File: config.mk
export PLATFORM = sky130hd
export DESIGN_NAME = mem_port_arbiter_flat
export DESIGN_NICKNAME = d
export VERILOG_FILES = /design/src/rtl/mem_port_arbiter_pkg.sv /design/src/rtl/mem_port_arbiter_if.sv /design/src/rtl/mem_port_arbiter_resp_pipe.sv /design/src/rtl/mem_port_arbiter.sv /design/src/flat_wrapper.sv
export SDC_FILE = /design/constraint.sdc
export NUM_CORES = 1
export LEC_CHECK = 0
export ABC_AREA = 1
export CAP_MARGIN = 20
export CELL_PAD_IN_SITES_DETAIL_PLACEMENT = 1
export CELL_PAD_IN_SITES_GLOBAL_PLACEMENT = 1
export CORE_ASPECT_RATIO = 1.1
export CORE_MARGIN = 2
export CORE_UTILIZATION = 15
export CTS_BUF_LIST = sky130_fd_sc_hd__clkbuf_8
export DETAILED_ROUTE_END_ITERATION = 7
export PLACE_DENSITY_LB_ADDON = 0.08
export SLEW_MARGIN = 10
export SYNTH_ARGS = -nofsm -noshare
export SYNTH_HDL_FRONTEND = slang
export SYNTH_SLANG_ARGS = --single-unit
File: constraint.sdc
create_clock -name clk -period 2.7 [get_ports clk]
set_clock_uncertainty 0.2 [all_clocks]
set_input_delay 0.27 -clock clk [delete_from_list [all_inputs] [get_ports clk]]
set_output_delay 0.27 -clock clk [all_outputs]
set_load 0.01 [all_outputs]
File: src/rtl/mem_port_arbiter_pkg.sv
// Shared encodings for the two-port data RAM arbiter: lock states, port ids,
// access size codes and the response-tracking record.
package mem_port_arbiter_pkg;

  typedef enum logic [1:0] {
    ARB_UNLOCKED = 2'd0,
    ARB_LOCKED0  = 2'd1,
    ARB_LOCKED1  = 2'd2
  } arb_state_e;

  typedef enum logic {
    ARB_P0 = 1'b0,
    ARB_P1 = 1'b1
  } arb_port_e;

  localparam logic [1:0] SIZE_BYTE = 2'd0;
  localparam logic [1:0] SIZE_HALF = 2'd1;
  localparam logic [1:0] SIZE_WORD = 2'd2;

  // One in-flight read: whether the slot holds a read and which port issued it.
  typedef struct packed {
    logic      valid;
    arb_port_e port;
  } arb_resp_t;

  function automatic arb_port_e other_port(arb_port_e p);
    return (p == ARB_P0) ? ARB_P1 : ARB_P0;
  endfunction

endpackage

File: src/rtl/mem_port_arbiter_if.sv
// Requester-side port bundle of the RAM arbiter. The requester drives the
// access fields (master); the arbiter returns grant and read response (slave).
interface mem_port_arbiter_if #(
  parameter int ADDR_W = 16,
  parameter int DATA_W = 32
);
  logic              req;
  logic              we;
  logic              lock;
  logic [ADDR_W-1:0] addr;
  logic [DATA_W-1:0] wdata;
  logic [1:0]        size;
  logic              rd_signed;
  logic              gnt;
  logic              rvalid;
  logic [DATA_W-1:0] rdata;

  modport master (
    output req, we, lock, addr, wdata, size, rd_signed,
    input  gnt, rvalid, rdata
  );

  modport slave (
    input  req, we, lock, addr, wdata, size, rd_signed,
    output gnt, rvalid, rdata
  );
endinterface

File: src/rtl/mem_port_arbiter_resp_pipe.sv
// Read-response tracker: RD_LAT stages of {valid, port id}, so each read's
// response is tagged with its issuing port when the RAM data appears.
module mem_arb_resp_pipe
  import mem_port_arbiter_pkg::*;
#(
  parameter int RD_LAT = 1
) (
  input  logic      clk,
  input  logic      rst,
  input  arb_resp_t resp_in,
  output arb_resp_t resp_out
);

  arb_resp_t stage_q [RD_LAT];

  // Shift one stage per cycle; reset drops every in-flight read.
  always_ff @(posedge clk) begin
    if (rst) begin
      for (int i = 0; i < RD_LAT; i++) begin
        stage_q[i] <= '0;
      end
    end else begin
      stage_q[0] <= resp_in;
      for (int i = 1; i < RD_LAT; i++) begin
        stage_q[i] <= stage_q[i-1];
      end
    end
  end

  assign resp_out = stage_q[RD_LAT-1];

endmodule

File: src/rtl/mem_port_arbiter.sv
// Two-port data RAM arbiter: round-robin grant with optional lock ownership,
// lock timeout, RAM field mux and read-response routing.
//
// state        | meaning
// ARB_UNLOCKED | round-robin between both ports
// ARB_LOCKED0  | port 0 owns the RAM; port 1 waits
// ARB_LOCKED1  | port 1 owns the RAM; port 0 waits
module mem_port_arbiter
  import mem_port_arbiter_pkg::*;
#(
  parameter int ADDR_W   = 16,
  parameter int DATA_W   = 32,
  parameter int RD_LAT   = 1,
  parameter int LOCK_TMO = 15
) (
  input  logic              clk,
  input  logic              rst,
  mem_port_arbiter_if.slave p0,
  mem_port_arbiter_if.slave p1,
  output logic              ram_we,
  output logic [ADDR_W-1:0] ram_addr,
  output logic [DATA_W-1:0] ram_wdata,
  output logic [1:0]        ram_write_mode,
  output logic [1:0]        ram_read_mode,
  output logic              ram_read_signed,
  input  logic [DATA_W-1:0] ram_rdata
);

  // Release fires on the cycle the idle count has already seen LOCK_TMO-1 idle cycles.
  localparam logic [7:0] TMO_LAST = 8'(LOCK_TMO - 1);

  arb_state_e state_q, state_d;
  arb_port_e  last_q, last_d;
  logic [7:0] idle_cnt_q, idle_cnt_d;
  logic       gnt0, gnt1;
  logic       owner_gnt, owner_lock;
  arb_resp_t  resp_in, resp_out;
  logic       rvalid0, rvalid1;

  // Grant: owner-only while locked, otherwise the single requester or the port not served last.
  always_comb begin
    gnt0 = 1'b0;
    gnt1 = 1'b0;
    if (!rst) begin
      case (state_q)
        ARB_LOCKED0: gnt0 = p0.req;
        ARB_LOCKED1: gnt1 = p1.req;
        default: begin
          if (p0.req && p1.req) begin
            gnt0 = (other_port(last_q) == ARB_P0);
            gnt1 = (other_port(last_q) == ARB_P1);
          end else begin
            gnt0 = p0.req;
            gnt1 = p1.req;
          end
        end
      endcase
    end
  end

  assign owner_gnt  = (state_q == ARB_LOCKED1) ? gnt1    : gnt0;
  assign owner_lock = (state_q == ARB_LOCKED1) ? p1.lock : p0.lock;

  // Lock FSM next state, idle timeout counter and round-robin pointer.
  always_comb begin
    state_d    = state_q;
    idle_cnt_d = idle_cnt_q;
    last_d     = last_q;
    if (gnt0) begin
      last_d = ARB_P0;
    end else if (gnt1) begin
      last_d = ARB_P1;
    end
    case (state_q)
      ARB_UNLOCKED: begin
        idle_cnt_d = '0;
        if (gnt0 && p0.lock) begin
          state_d = ARB_LOCKED0;
        end else if (gnt1 && p1.lock) begin
          state_d = ARB_LOCKED1;
        end
      end
      ARB_LOCKED0, ARB_LOCKED1: begin
        if (owner_gnt) begin
          idle_cnt_d = '0;
          if (!owner_lock) begin
            state_d = ARB_UNLOCKED;
          end
        end else if (idle_cnt_q == TMO_LAST) begin
          idle_cnt_d = '0;
          state_d    = ARB_UNLOCKED;
        end else begin
          idle_cnt_d = idle_cnt_q + 8'd1;
        end
      end
      default: begin
        state_d    = ARB_UNLOCKED;
        idle_cnt_d = '0;
      end
    endcase
  end

  // State register; the pointer resets to "p1 served last" so p0 wins the first tie.
  always_ff @(posedge clk) begin
    if (rst) begin
      state_q    <= ARB_UNLOCKED;
      last_q     <= ARB_P1;
      idle_cnt_q <= '0;
    end else begin
      state_q    <= state_d;
      last_q     <= last_d;
      idle_cnt_q <= idle_cnt_d;
    end
  end

  // RAM field mux: granted port's fields, all zero when nothing is granted.
  always_comb begin
    ram_we          = 1'b0;
    ram_addr        = '0;
    ram_wdata       = '0;
    ram_write_mode  = '0;
    ram_read_mode   = '0;
    ram_read_signed = 1'b0;
    if (gnt0) begin
      ram_we          = p0.we;
      ram_addr        = p0.addr;
      ram_wdata       = p0.wdata;
      ram_write_mode  = p0.size;
      ram_read_mode   = p0.size;
      ram_read_signed = p0.rd_signed;
    end else if (gnt1) begin
      ram_we          = p1.we;
      ram_addr        = p1.addr;
      ram_wdata       = p1.wdata;
      ram_write_mode  = p1.size;
      ram_read_mode   = p1.size;
      ram_read_signed = p1.rd_signed;
    end
  end

  // Tag each granted read with its port so the response can be routed back.
  always_comb begin
    resp_in.valid = (gnt0 && !p0.we) || (gnt1 && !p1.we);
    resp_in.port  = gnt1 ? ARB_P1 : ARB_P0;
  end

  mem_arb_resp_pipe #(
    .RD_LAT (RD_LAT)
  ) u_resp_pipe (
    .clk      (clk),
    .rst      (rst),
    .resp_in  (resp_in),
    .resp_out (resp_out)
  );

  assign rvalid0 = !rst && resp_out.valid && (resp_out.port == ARB_P0);
  assign rvalid1 = !rst && resp_out.valid && (resp_out.port == ARB_P1);

  assign p0.gnt    = gnt0;
  assign p1.gnt    = gnt1;
  assign p0.rvalid = rvalid0;
  assign p1.rvalid = rvalid1;
  assign p0.rdata  = rvalid0 ? ram_rdata : '0;
  assign p1.rdata  = rvalid1 ? ram_rdata : '0;

endmodule

File: src/flat_wrapper.sv
// flat-port wrapper written by rule: the top's interface ports become plain ports
module mem_port_arbiter_flat import mem_port_arbiter_pkg::*;
#(
  parameter int ADDR_W   = 16,
  parameter int DATA_W   = 32,
  parameter int RD_LAT   = 1,
  parameter int LOCK_TMO = 15
)
  (clk, rst, ram_we, ram_addr, ram_wdata, ram_write_mode, ram_read_mode, ram_read_signed, ram_rdata, p0_req, p0_we, p0_lock, p0_addr, p0_wdata, p0_size, p0_rd_signed, p0_gnt, p0_rvalid, p0_rdata, p1_req, p1_we, p1_lock, p1_addr, p1_wdata, p1_size, p1_rd_signed, p1_gnt, p1_rvalid, p1_rdata);
  mem_port_arbiter_if #(.ADDR_W(ADDR_W), .DATA_W(DATA_W)) p0_i ();
  mem_port_arbiter_if #(.ADDR_W(ADDR_W), .DATA_W(DATA_W)) p1_i ();
  input  logic clk;
  input  logic rst;
  output logic ram_we;
  output logic [ADDR_W-1:0] ram_addr;
  output logic [DATA_W-1:0] ram_wdata;
  output logic [1:0] ram_write_mode;
  output logic [1:0] ram_read_mode;
  output logic ram_read_signed;
  input  logic [DATA_W-1:0] ram_rdata;
  input wire logic [$bits(p0_i.req)-1:0] p0_req;
  input wire logic [$bits(p0_i.we)-1:0] p0_we;
  input wire logic [$bits(p0_i.lock)-1:0] p0_lock;
  input wire logic [$bits(p0_i.addr)-1:0] p0_addr;
  input wire logic [$bits(p0_i.wdata)-1:0] p0_wdata;
  input wire logic [$bits(p0_i.size)-1:0] p0_size;
  input wire logic [$bits(p0_i.rd_signed)-1:0] p0_rd_signed;
  output wire logic [$bits(p0_i.gnt)-1:0] p0_gnt;
  output wire logic [$bits(p0_i.rvalid)-1:0] p0_rvalid;
  output wire logic [$bits(p0_i.rdata)-1:0] p0_rdata;
  input wire logic [$bits(p1_i.req)-1:0] p1_req;
  input wire logic [$bits(p1_i.we)-1:0] p1_we;
  input wire logic [$bits(p1_i.lock)-1:0] p1_lock;
  input wire logic [$bits(p1_i.addr)-1:0] p1_addr;
  input wire logic [$bits(p1_i.wdata)-1:0] p1_wdata;
  input wire logic [$bits(p1_i.size)-1:0] p1_size;
  input wire logic [$bits(p1_i.rd_signed)-1:0] p1_rd_signed;
  output wire logic [$bits(p1_i.gnt)-1:0] p1_gnt;
  output wire logic [$bits(p1_i.rvalid)-1:0] p1_rvalid;
  output wire logic [$bits(p1_i.rdata)-1:0] p1_rdata;
  assign p0_i.req = p0_req;
  assign p0_i.we = p0_we;
  assign p0_i.lock = p0_lock;
  assign p0_i.addr = p0_addr;
  assign p0_i.wdata = p0_wdata;
  assign p0_i.size = p0_size;
  assign p0_i.rd_signed = p0_rd_signed;
  assign p0_gnt = p0_i.gnt;
  assign p0_rvalid = p0_i.rvalid;
  assign p0_rdata = p0_i.rdata;
  assign p1_i.req = p1_req;
  assign p1_i.we = p1_we;
  assign p1_i.lock = p1_lock;
  assign p1_i.addr = p1_addr;
  assign p1_i.wdata = p1_wdata;
  assign p1_i.size = p1_size;
  assign p1_i.rd_signed = p1_rd_signed;
  assign p1_gnt = p1_i.gnt;
  assign p1_rvalid = p1_i.rvalid;
  assign p1_rdata = p1_i.rdata;
  mem_port_arbiter #(.ADDR_W(ADDR_W), .DATA_W(DATA_W), .RD_LAT(RD_LAT), .LOCK_TMO(LOCK_TMO)) u_core (.clk(clk), .rst(rst), .p0(p0_i), .p1(p1_i), .ram_we(ram_we), .ram_addr(ram_addr), .ram_wdata(ram_wdata), .ram_write_mode(ram_write_mode), .ram_read_mode(ram_read_mode), .ram_read_signed(ram_read_signed), .ram_rdata(ram_rdata));
endmodule
Word-level counts from Yosys, hierarchy flattened
Memories as Yosys holds them, arrays and structs flattened.
Cells that the tools add are included.
{ "op_classes": {"n_addsub": 1, "eq_ne": 6, "muxes": 35, "n_bitwise": 2, "n_reduce_logical": 18} }
{ "op_table": {"columns": ["cell", "count"], "rows": [
  ["32-bit 2-to-1 mux", 4],
  ["16-bit 2-to-1 mux", 2],
  ["1-bit 2-to-1 mux", 18],
  ["2-bit 2-to-1 mux", 8],
  ["8-bit by 1-bit adder with 8-bit output, second input constant", 1],
  ["8-bit by 4-bit equality test with 1-bit output, second input constant", 1],
  ["1-bit logical AND", 8],
  ["3-bit by 1-bit != test with 1-bit output, second input constant", 2],
  ["1-bit case mux with 2 select lines", 2],
  ["2-bit case mux with 2 select lines", 1],
  ["2-bit OR reduction", 2],
  ["4-bit OR reduction", 1],
  ["1-bit logical NOT", 3],
  ["3-bit != test, second input constant", 1],
  ["3-bit AND reduction", 1],
  ["2-bit by 1-bit equality test with 1-bit output, second input constant", 1],
  ["2-bit equality test, second input constant", 1],
  ["2-bit logical NOT", 1],
  ["1-bit inverter", 2],
  ["2-bit nonzero test", 1],
  ["1-bit logical OR", 1]
]} }
{ "word_totals": {"regBits": 11, "ram_bits": 2, "inputBits": 142, "output_inout_bits": 122, "n_memories": 1} }
{ "mem_list": {"columns": ["memory", "depth", "word_bits", "rd", "rd_ports_with_merged_regs", "write_ports", "line_no", "text"], "rows": [
  ["u_core.u_resp_pipe.stage_q", 1, 2, 1, 0, 1, "mem_port_arbiter_resp_pipe.sv:14", "arb_resp_t stage_q [RD_LAT];"]
]} }

Logic depth before layout (Yosys ltp)
Gate-level depths: netlist of run 1.
{ "depth": {"depth_word": 8, "ltp_mapped": 12, "ltp_nobuf": 12} }

Hierarchy
From an unflattened synthesis of run 1, not the netlist that was laid out.
{ "unflattened": {"cells_unflattened": 379, "hier_area_um2": 1923.1} }
{ "by_module_without_submodules": {"columns": ["mod", "n_inst", "cells_per_inst", "area_per_inst_um2"], "rows": [
  ["mem_port_arbiter", 1, 373, 1868.0],
  ["mem_arb_resp_pipe", 1, 6, 55.1]
]} }

Least setup slack after synthesis of run 1
No wires, ideal clock.
{ "synth_path": {"path_type": "register to output", "start": "reg u_core.state_q[0]", "end": "out ram_write_mode[0]", "arrival_time_ps": 1798, "slack_ps": 432, "stages_incl_launch_ff": 13, "n_path_buf": 3, "path_cell_list": "dfxtp_1 -> inv_1 -> ha_1 -> inv_2 -> nor2_4 -> nor2_4 -> nand2_4 -> buf_12 -> inv_8 -> buf_6 -> nand2_1 -> o21ai_1 -> buf_4"} }
{ "synth_rtl": {"columns": ["element", "line_no", "text"], "rows": [
  ["start: declaration", "mem_port_arbiter.sv:32", "arb_state_e state_q, state_d;"],
  ["start signal: assignment", "mem_port_arbiter.sv:110", "state_q <= state_d;"],
  ["2-bit equality test or 2-bit by 1-bit equality test with 1-bit output (tied branches)", "mem_port_arbiter.sv:45", "case (state_q)"],
  ["1-bit case mux with 2 select lines (*)", "mem_port_arbiter.sv:45", null],
  ["1-bit 2-to-1 mux (*)", "mem_port_arbiter.sv:44", "if (!rst) begin"],
  ["named net p0_gnt", "flat_wrapper.sv:28", "output wire logic [$bits(p0_i.gnt)-1:0] p0_gnt;"],
  ["2-bit 2-to-1 mux (*)", null, null],
  ["end: declaration", "flat_wrapper.sv:17", "output logic [1:0] ram_write_mode;"]
]} }
Mark *: on every way through the listed nets, which the timed path passes. The rest lies on a longest branch.

Worst setup path in the final report of run 1
{ "layout_path": {"start": "reg u_core.state_q[0]", "end": "out ram_addr[15]"} }
{ "layout_between": {"elab_chain_cells": 5} }
{ "layout_rtl": {"columns": ["element", "line_no", "text"], "rows": [
  ["2-bit equality test or 2-bit by 1-bit equality test with 1-bit output (tied branches)", "mem_port_arbiter.sv:45", null],
  ["1-bit case mux with 2 select lines", "mem_port_arbiter.sv:45", null],
  ["1-bit 2-to-1 mux", "mem_port_arbiter.sv:44", null],
  ["16-bit 2-to-1 mux", "mem_port_arbiter.sv:131", "end else if (gnt1) begin"],
  ["16-bit 2-to-1 mux (*)", "mem_port_arbiter.sv:124", "if (gnt0) begin"],
  ["end: declaration", "flat_wrapper.sv:15", "output logic [ADDR_W-1:0] ram_addr;"]
]} }
Every way passes the cells marked *; elsewhere a longest branch is shown, timed or not.

==> flow_summary_export.csv, run 1 <==
group,metric,value,unit
final_layout,final_nets,805,
setup_path,required,2230,ps
clock_tree,cts_num_sinks,13,
place,place_hpwl,11520,um
setup_path,critical_path_class,"flop to primary output",
timing,rsz0062_at_grt,"false",
synth,synth_fa_ha_area_frac,0.02989,
detailed_routing,drtAntennaViolNets,0,
setup_path,cp_num_buf_inv,5,
floorplanning,die_x,116.6,um
detailed_routing,viasPerCell,4.026,
detailed_routing,dr_wl_met2,7066,um
setup_path,r2r-start,"u_core.state_q[0]",
timing,whs,267.9,ps
timing,finalCritPeriodShare,0.9441,
floorplanning,initial_utilization,0.1524,
final_layout,utilization,0.3699,
run,cap_violations,0,
clock_tree,cts_buffer_depth,2,
power_and_ir_drop,p_per_area,375.9,nW/um^2
synth,synthFlopType,"dfxtp_1",
detailed_routing,met3_length,968,um
floorplanning,num_rows,45,
clock_tree,ctsHoldBuffers,0,
synth,yosysSeqAreaShare,0.1243,
setup_path,cp.arrival,2080,ps
setup_path,r2r-end,"u_core.state_q[0]",
setup_path,endpoint_kind,"primary output",
synth,avgSynthCellArea,5.437,sq um
global_route,grt.overflow.total,0,
detailed_routing,firstDrtPassIters,4,
detailed_routing,drc,0,
outcome,status,"complete, no violations",
synth,synth_top_area_share,0.1990,
synth,ys_top_cells_by_count,"nand2_1 (111), nor2_1 (79), inv_1 (46)",
worst_hold_path,hold_path_depth,1,
synth,syn_inst,385,
global_route,grt_max_degree,40,
timing,final_max_slew_viol_count,0,
setup_path,slowest_delay,310,ps
setup_path,slowest_stage,"dlygate4sd2_1",
setup_path,r2r_cells,13,
timing,slew_headroom,0.8147,
worst_hold_path,hold_path.class,"flop to flop",
setup_path,r2r_setup_slack,680,ps
synth,yosysTopAreaCell,"nand2_1",
detailed_routing,drt-initial-drc-count,121,
clock_tree,ctsRootBufferMaster,"clkbuf_8",
global_route,grt_first_pass_wirelength,18840,um
setup_path,worst-path-max-fanout,39,
final_layout,antennaDiodeCount,0,
final_layout,area_growth,142.7,%
synth,synth_nets,532,
clock_tree,cts_max_level,1,
detailed_routing,vias,3402,
final_layout,drive_gt1_frac,0.1050,
setup_path,worstSetupStartpointType,"flop",
detailed_routing,wl_met1,5021,um
clock_tree,cts_made_buffers,3,
power_and_ir_drop,ir_drop,0.0003290,V
clock_tree,clkSlewWorstSetupHoldPaths,60,ps
global_route,grt_pass1_vias,3379,
worst_hold_path,min_from,"u_core.idle_cnt_q[0]",
setup_path,crit_chain,"inv_1 -> buf_4 -> ha_1 -> inv_2 -> a21oi_4 -> nand3_4 -> buf_12 -> o21ai_0 -> dlygate4sd2_1",
timing,tightest_slew,275.8,ps
place,io_buffers,263,
floorplanning,core,13740,sq um
synth,synth-edff-count,0,
timing,tns,0,ps
synth,synth_most_common_cell,"nand2_1",
timing,hold_viol,0,
power_and_ir_drop,leakagePower,2.417,nW
synth,muxShareOfSynthArea,0,
timing,min_period,2549,ps
clock_tree,worstSkewPairLatency,240,ps
timing,setup_violations,0,
synth,synthXorXnorAreaFrac,0.01674,
clock_tree,cts_setup_buffers,0,
synth,synth.top_cells.by_area,"nand2_1 (20%), nor2_1 (14%), dfxtp_1 (12%)",
power_and_ir_drop,power,1.910,mW
synth,synthSimpleGateAreaFrac,0.4728,
clock_tree,cts_tree,"built",
synth,ys_warn_count,0,
floorplanning,io_pins,264,
synth,synth_cell_types,34,
floorplanning,dieArea,14920,sq um
global_route,track_usage,0.1629,
global_route,antenna_found_initial,0,
detailed_routing,top_layer,"met4",
setup_path,cp.depth,9,
synth,synth-async-reset-ratio,0,
synth,ys_ff_latch,13,
detailed_routing,routed_wirelength,13270,um
synth,synth_compound_area_frac,0.1698,
timing,fmax,392.3,MHz
synth,synth_area,2093,sq um
setup_path,path_delay_family,"buffers and inverters",
synth,synth_top_family_by_area,"simple AND/OR/NAND/NOR gates",
floorplanning,die_h,127.9,um
place,gp_congestion,0.7695,
worst_hold_path,hold_end,"u_core.idle_cnt_q[0]",
detailed_routing,routedWlPerCell,15.70,um
## area by class of cell
type | count | area [sq um]
inverters | 50 | 200.2
clock inverters | 1 | 3.754
multi-input cells | 298 | 1471
clock buffers | 3 | 41.29
well taps | 188 | 235.2
flip-flops and latches | 13 | 260.3
repair buffers | 292 | 2869
fillers | 1781 | 8657
## cell usage in the layout, fill, tap and decap left out, types with 2 or more instances in the layout
cell type          n
buf_6              2
a21oi_1            2
nand3_1           14
dfxtp_1           13
xor2_1             2
nor2_1            79
clkbuf_8           3
ha_1               4
nand3_2            2
inv_2              2
o21ai_2           10
o21ai_1           39
clkdlybuf4s50_1  207
inv_1             47
xnor2_1            2
buf_4             21
o21ai_0            5
nor3_1             3
nand2_2           11
nand2_1          111
nor2_4             2
clkdlybuf4s15_1    2
dlygate4sd2_1     53
buf_12             6
## through the flow
stage               cell area [sq um]  setup WS [ps]  cells
global route                     5081          1.037    845
global placement                 5064         -18.41    841
finish                           5081          151.0    845
CTS                              5076          35.37    845
detailed placement               5064         -55.34    841
floorplan                        2093          432.1    385
## power by group
group | switching, mW | internal [mW]
Clock | 0.0713 | 0.100
Sequential | 0.0172 | 0.218
Combinational | 0.751 | 0.752
Total | 0.839 | 1.07
## worst max path at each step
stage	to	slack (ps)	startpoint
2_1_floorplan	ram_write_mode[0]	430	u_core.state_q[0]
3_3_place_gp	ram_wdata[5]	-20	p1_req
3_5_place_dp	ram_wdata[10]	-60	p1_req
4_1_cts	p0_gnt	40	u_core.state_q[0]
5_1_grt	ram_write_mode[1]	1	u_core.state_q[0]
6_report	ram_addr[15]	150	u_core.state_q[0]
## state kept, by name, summed over array words and instances, names as in the netlist
signal,count
u_core.idle_cnt_q,8
u_core.last_q,1
u_core.u_resp_pipe.stage_q,2
u_core.state_q,2
## cell families (layout without fill, tap and decap cells)
family,Yosys count,count (layout)
XOR/XNOR,4,4
flip-flops,13,13
adder cells (fa/ha/maj),5,5
AO/OA/AOI/OAI,60,60
AND/OR/NAND/NOR,229,229
buffers and inverters,74,346
## per-layer routing
metal,global-route usage,vias up
li1,-,1722
met4,0.02976,0
met3,0.03404,12
met1,0.1734,1553
met2,0.3252,115
met5,0,-
## what timing repair did
| action | 4_1_cts | 5_1_grt |
|---|---|---|
| gates resized for setup | 62 | 3 |
| setup endpoints to repair | 56 | 3 |
| pin swaps | 1 | 0 |
(Power assumes the default switching activity.)
==> inputs of run 2 (changes only) <==
clock period = 2.6 ns   (was 2.7 ns; I/O delays follow)
==> run 2 against run 1 <==
Routed wire length rose by 0.60%. Flip-flop and latch count did not move. Register-to-register slack got worse by 70 ps. Core utilization rose by 0.55 points. Design area rose by 1.5%. Setup slack got worse by 32 ps. Via count barely moved. Total power rose by 6.9%. First-iteration DRC count fell by 18%. Combinational power rose by 8%.
==> flow_summary_export.csv, run 2 (synthesis results as in run 1) <==
group,metric,value,unit
global_route,grt.overflow.total,0,
floorplanning,io_pins,264,
global_route,gr-usage-met2,0.3252,
clock_tree,clkSlewWorstSetupHoldPaths,50,ps
clock_tree,cts_max_level,1,
final_layout,largest_register_ffs,8,
clock_tree,ctsHoldBuffers,0,
detailed_routing,viasPerCell,4.001,
timing,slew_headroom,0.8187,
detailed_routing,drc,0,
final_layout,antennaDiodeCount,0,
final_layout,top_regs,"u_core.idle_cnt_q (8), u_core.state_q (2), u_core.u_resp_pipe.stage_q (2)",
place,gp_congestion,0.7597,
global_route,grt-busiest-layer,"met2",
final_layout,mostFrequentLayoutCell,"clkdlybuf4s50_1",
clock_tree,worstSkewPairLatency,240,ps
timing,tns,0,ps
final_layout,drive_gt1_frac,0.1327,
setup_path,endpoint_kind,"primary output",
setup_path,crit_start,"rst",
setup_path,worstSetupStartpointType,"input pin",
global_route,track_usage,0.1664,
setup_path,critical_path_class,"input pin to primary output",
floorplanning,dieArea,14920,sq um
power_and_ir_drop,p_per_area,395.9,nW/um^2
timing,min_period,2481,ps
global_route,grt_pass1_vias,3386,
timing,setup_violations,0,
floorplanning,core,13740,sq um
clock_tree,cts_num_sinks,13,
timing,finalCritPeriodShare,0.9541,
detailed_routing,vias,3405,
clock_tree,cts_made_buffers,3,
power_and_ir_drop,power,2.041,mW
setup_path,worst-path-max-fanout,33,
setup_path,required,2140,ps
detailed_routing,routedWlPerCell,15.68,um
setup_path,r2r-start,"u_core.state_q[0]",
place,io_buffers,263,
run,cap_violations,0,
final_layout,final_nets,811,
timing,final_max_slew_viol_count,0,
timing,hold_viol,0,
timing,tightest_slew,269.9,ps
global_route,grt_use_met1,0.1826,
clock_tree,ctsRootBufferMaster,"clkbuf_8",
detailed_routing,firstDrtPassIters,4,
outcome,status,"complete, no violations",
final_layout,nFillCells,1791,
worst_hold_path,min_from,"u_core.idle_cnt_q[0]",
final_layout,area_growth,146.3,%
final_layout,most-common-layout-cells,"clkdlybuf4s50_1 (207), nand2_1 (111), nor2_1 (79)",
floorplanning,num_rows,45,
floorplanning,initial_utilization,0.1524,
clock_tree,cts_buffer_depth,2,
floorplanning,die_x,116.6,um
power_and_ir_drop,ir_drop,0.0003091,V
place,place_hpwl,11330,um
final_layout,top_register,"u_core.idle_cnt_q",
global_route,grt_first_pass_wirelength,19440,um
global_route,gr-usage-met3,0.03972,
detailed_routing,drtAntennaViolNets,0,
clock_tree,cts_tree,"built",
timing,fmax,403.1,MHz
setup_path,cp.arrival,2020,ps
final_layout,utilization,0.3753,
floorplanning,die_h,127.9,um
detailed_routing,routed_wirelength,13350,um
worst_hold_path,hold_path.class,"flop to flop",
global_route,grt_max_degree,40,
detailed_routing,drt-initial-drc-count,99,
global_route,antenna_found_initial,0,
power_and_ir_drop,leakagePower,2.393,nW
## run 2: path summary, 6_finish.rpt
kind / to / slack (ps) / cells after the start
worst max-delay path: p1_rdata[2] / 120 / 7
worst min register to register: u_core.idle_cnt_q[0] / 270 / 1
worst max register to register: u_core.state_q[0] / 610 / 13
worst min-delay path: u_core.idle_cnt_q[0] / 270 / 1
## run 2: critical path: stages
cell and delay, ps:
clkdlybuf4s50_1 480, clkinv_4 70, buf_4 180, nand3_1 130, buf_12 190, nor2_1 90, clkdlybuf4s50_1 590
## run 2: routing by layer
layer | wire length, um | up-vias
met2 | 7076 | 111
met5 | 0 | -
met1 | 5064 | 1553
met4 | 170 | 0
met3 | 1034 | 10
li1 | - | 1731
## run 2: cell type report
class	instances	area, sq um	area share
multi-input cells	298	1480	0.2871
well taps	188	235.2	0.04562
flip-flops and latches	13	260.3	0.05047
repair buffers	298	2935	0.5693
clock buffers	3	41.29	0.008008
clock inverters	1	3.754	0.0007280
inverters	50	200.2	0.03883
## run 2: where the power goes
group | leakage [nW] | switching (mW) | internal (mW)
Clock | 0.0269 | 0.0721 | 0.104
Combinational | 2.26 | 0.793 | 0.827
Sequential | 0.106 | 0.0190 | 0.227
Total | 2.39 | 0.884 | 1.16
## run 2: timing repair
item / 4_1_cts / 5_1_grt
endpoints found under the hold margin: 0 / 0
buffers inserted: 1 / 0
gates cloned: 0 / 1
gates resized for setup: 64 / 38
setup endpoints to repair: 56 / 28
## run 2: per-stage QoR
step                worst slack [ps]  hold slack, ps  instances  cell area (sq um)
floorplan                      342.1           165.3        385               2093
global placement              -107.6           242.3        845               5119
detailed placement            -152.8           256.2        845               5119
CTS                            33.21           269.7        850               5132
global route                  -11.23           311.0        851               5156
finish                         119.4           266.0        851               5156
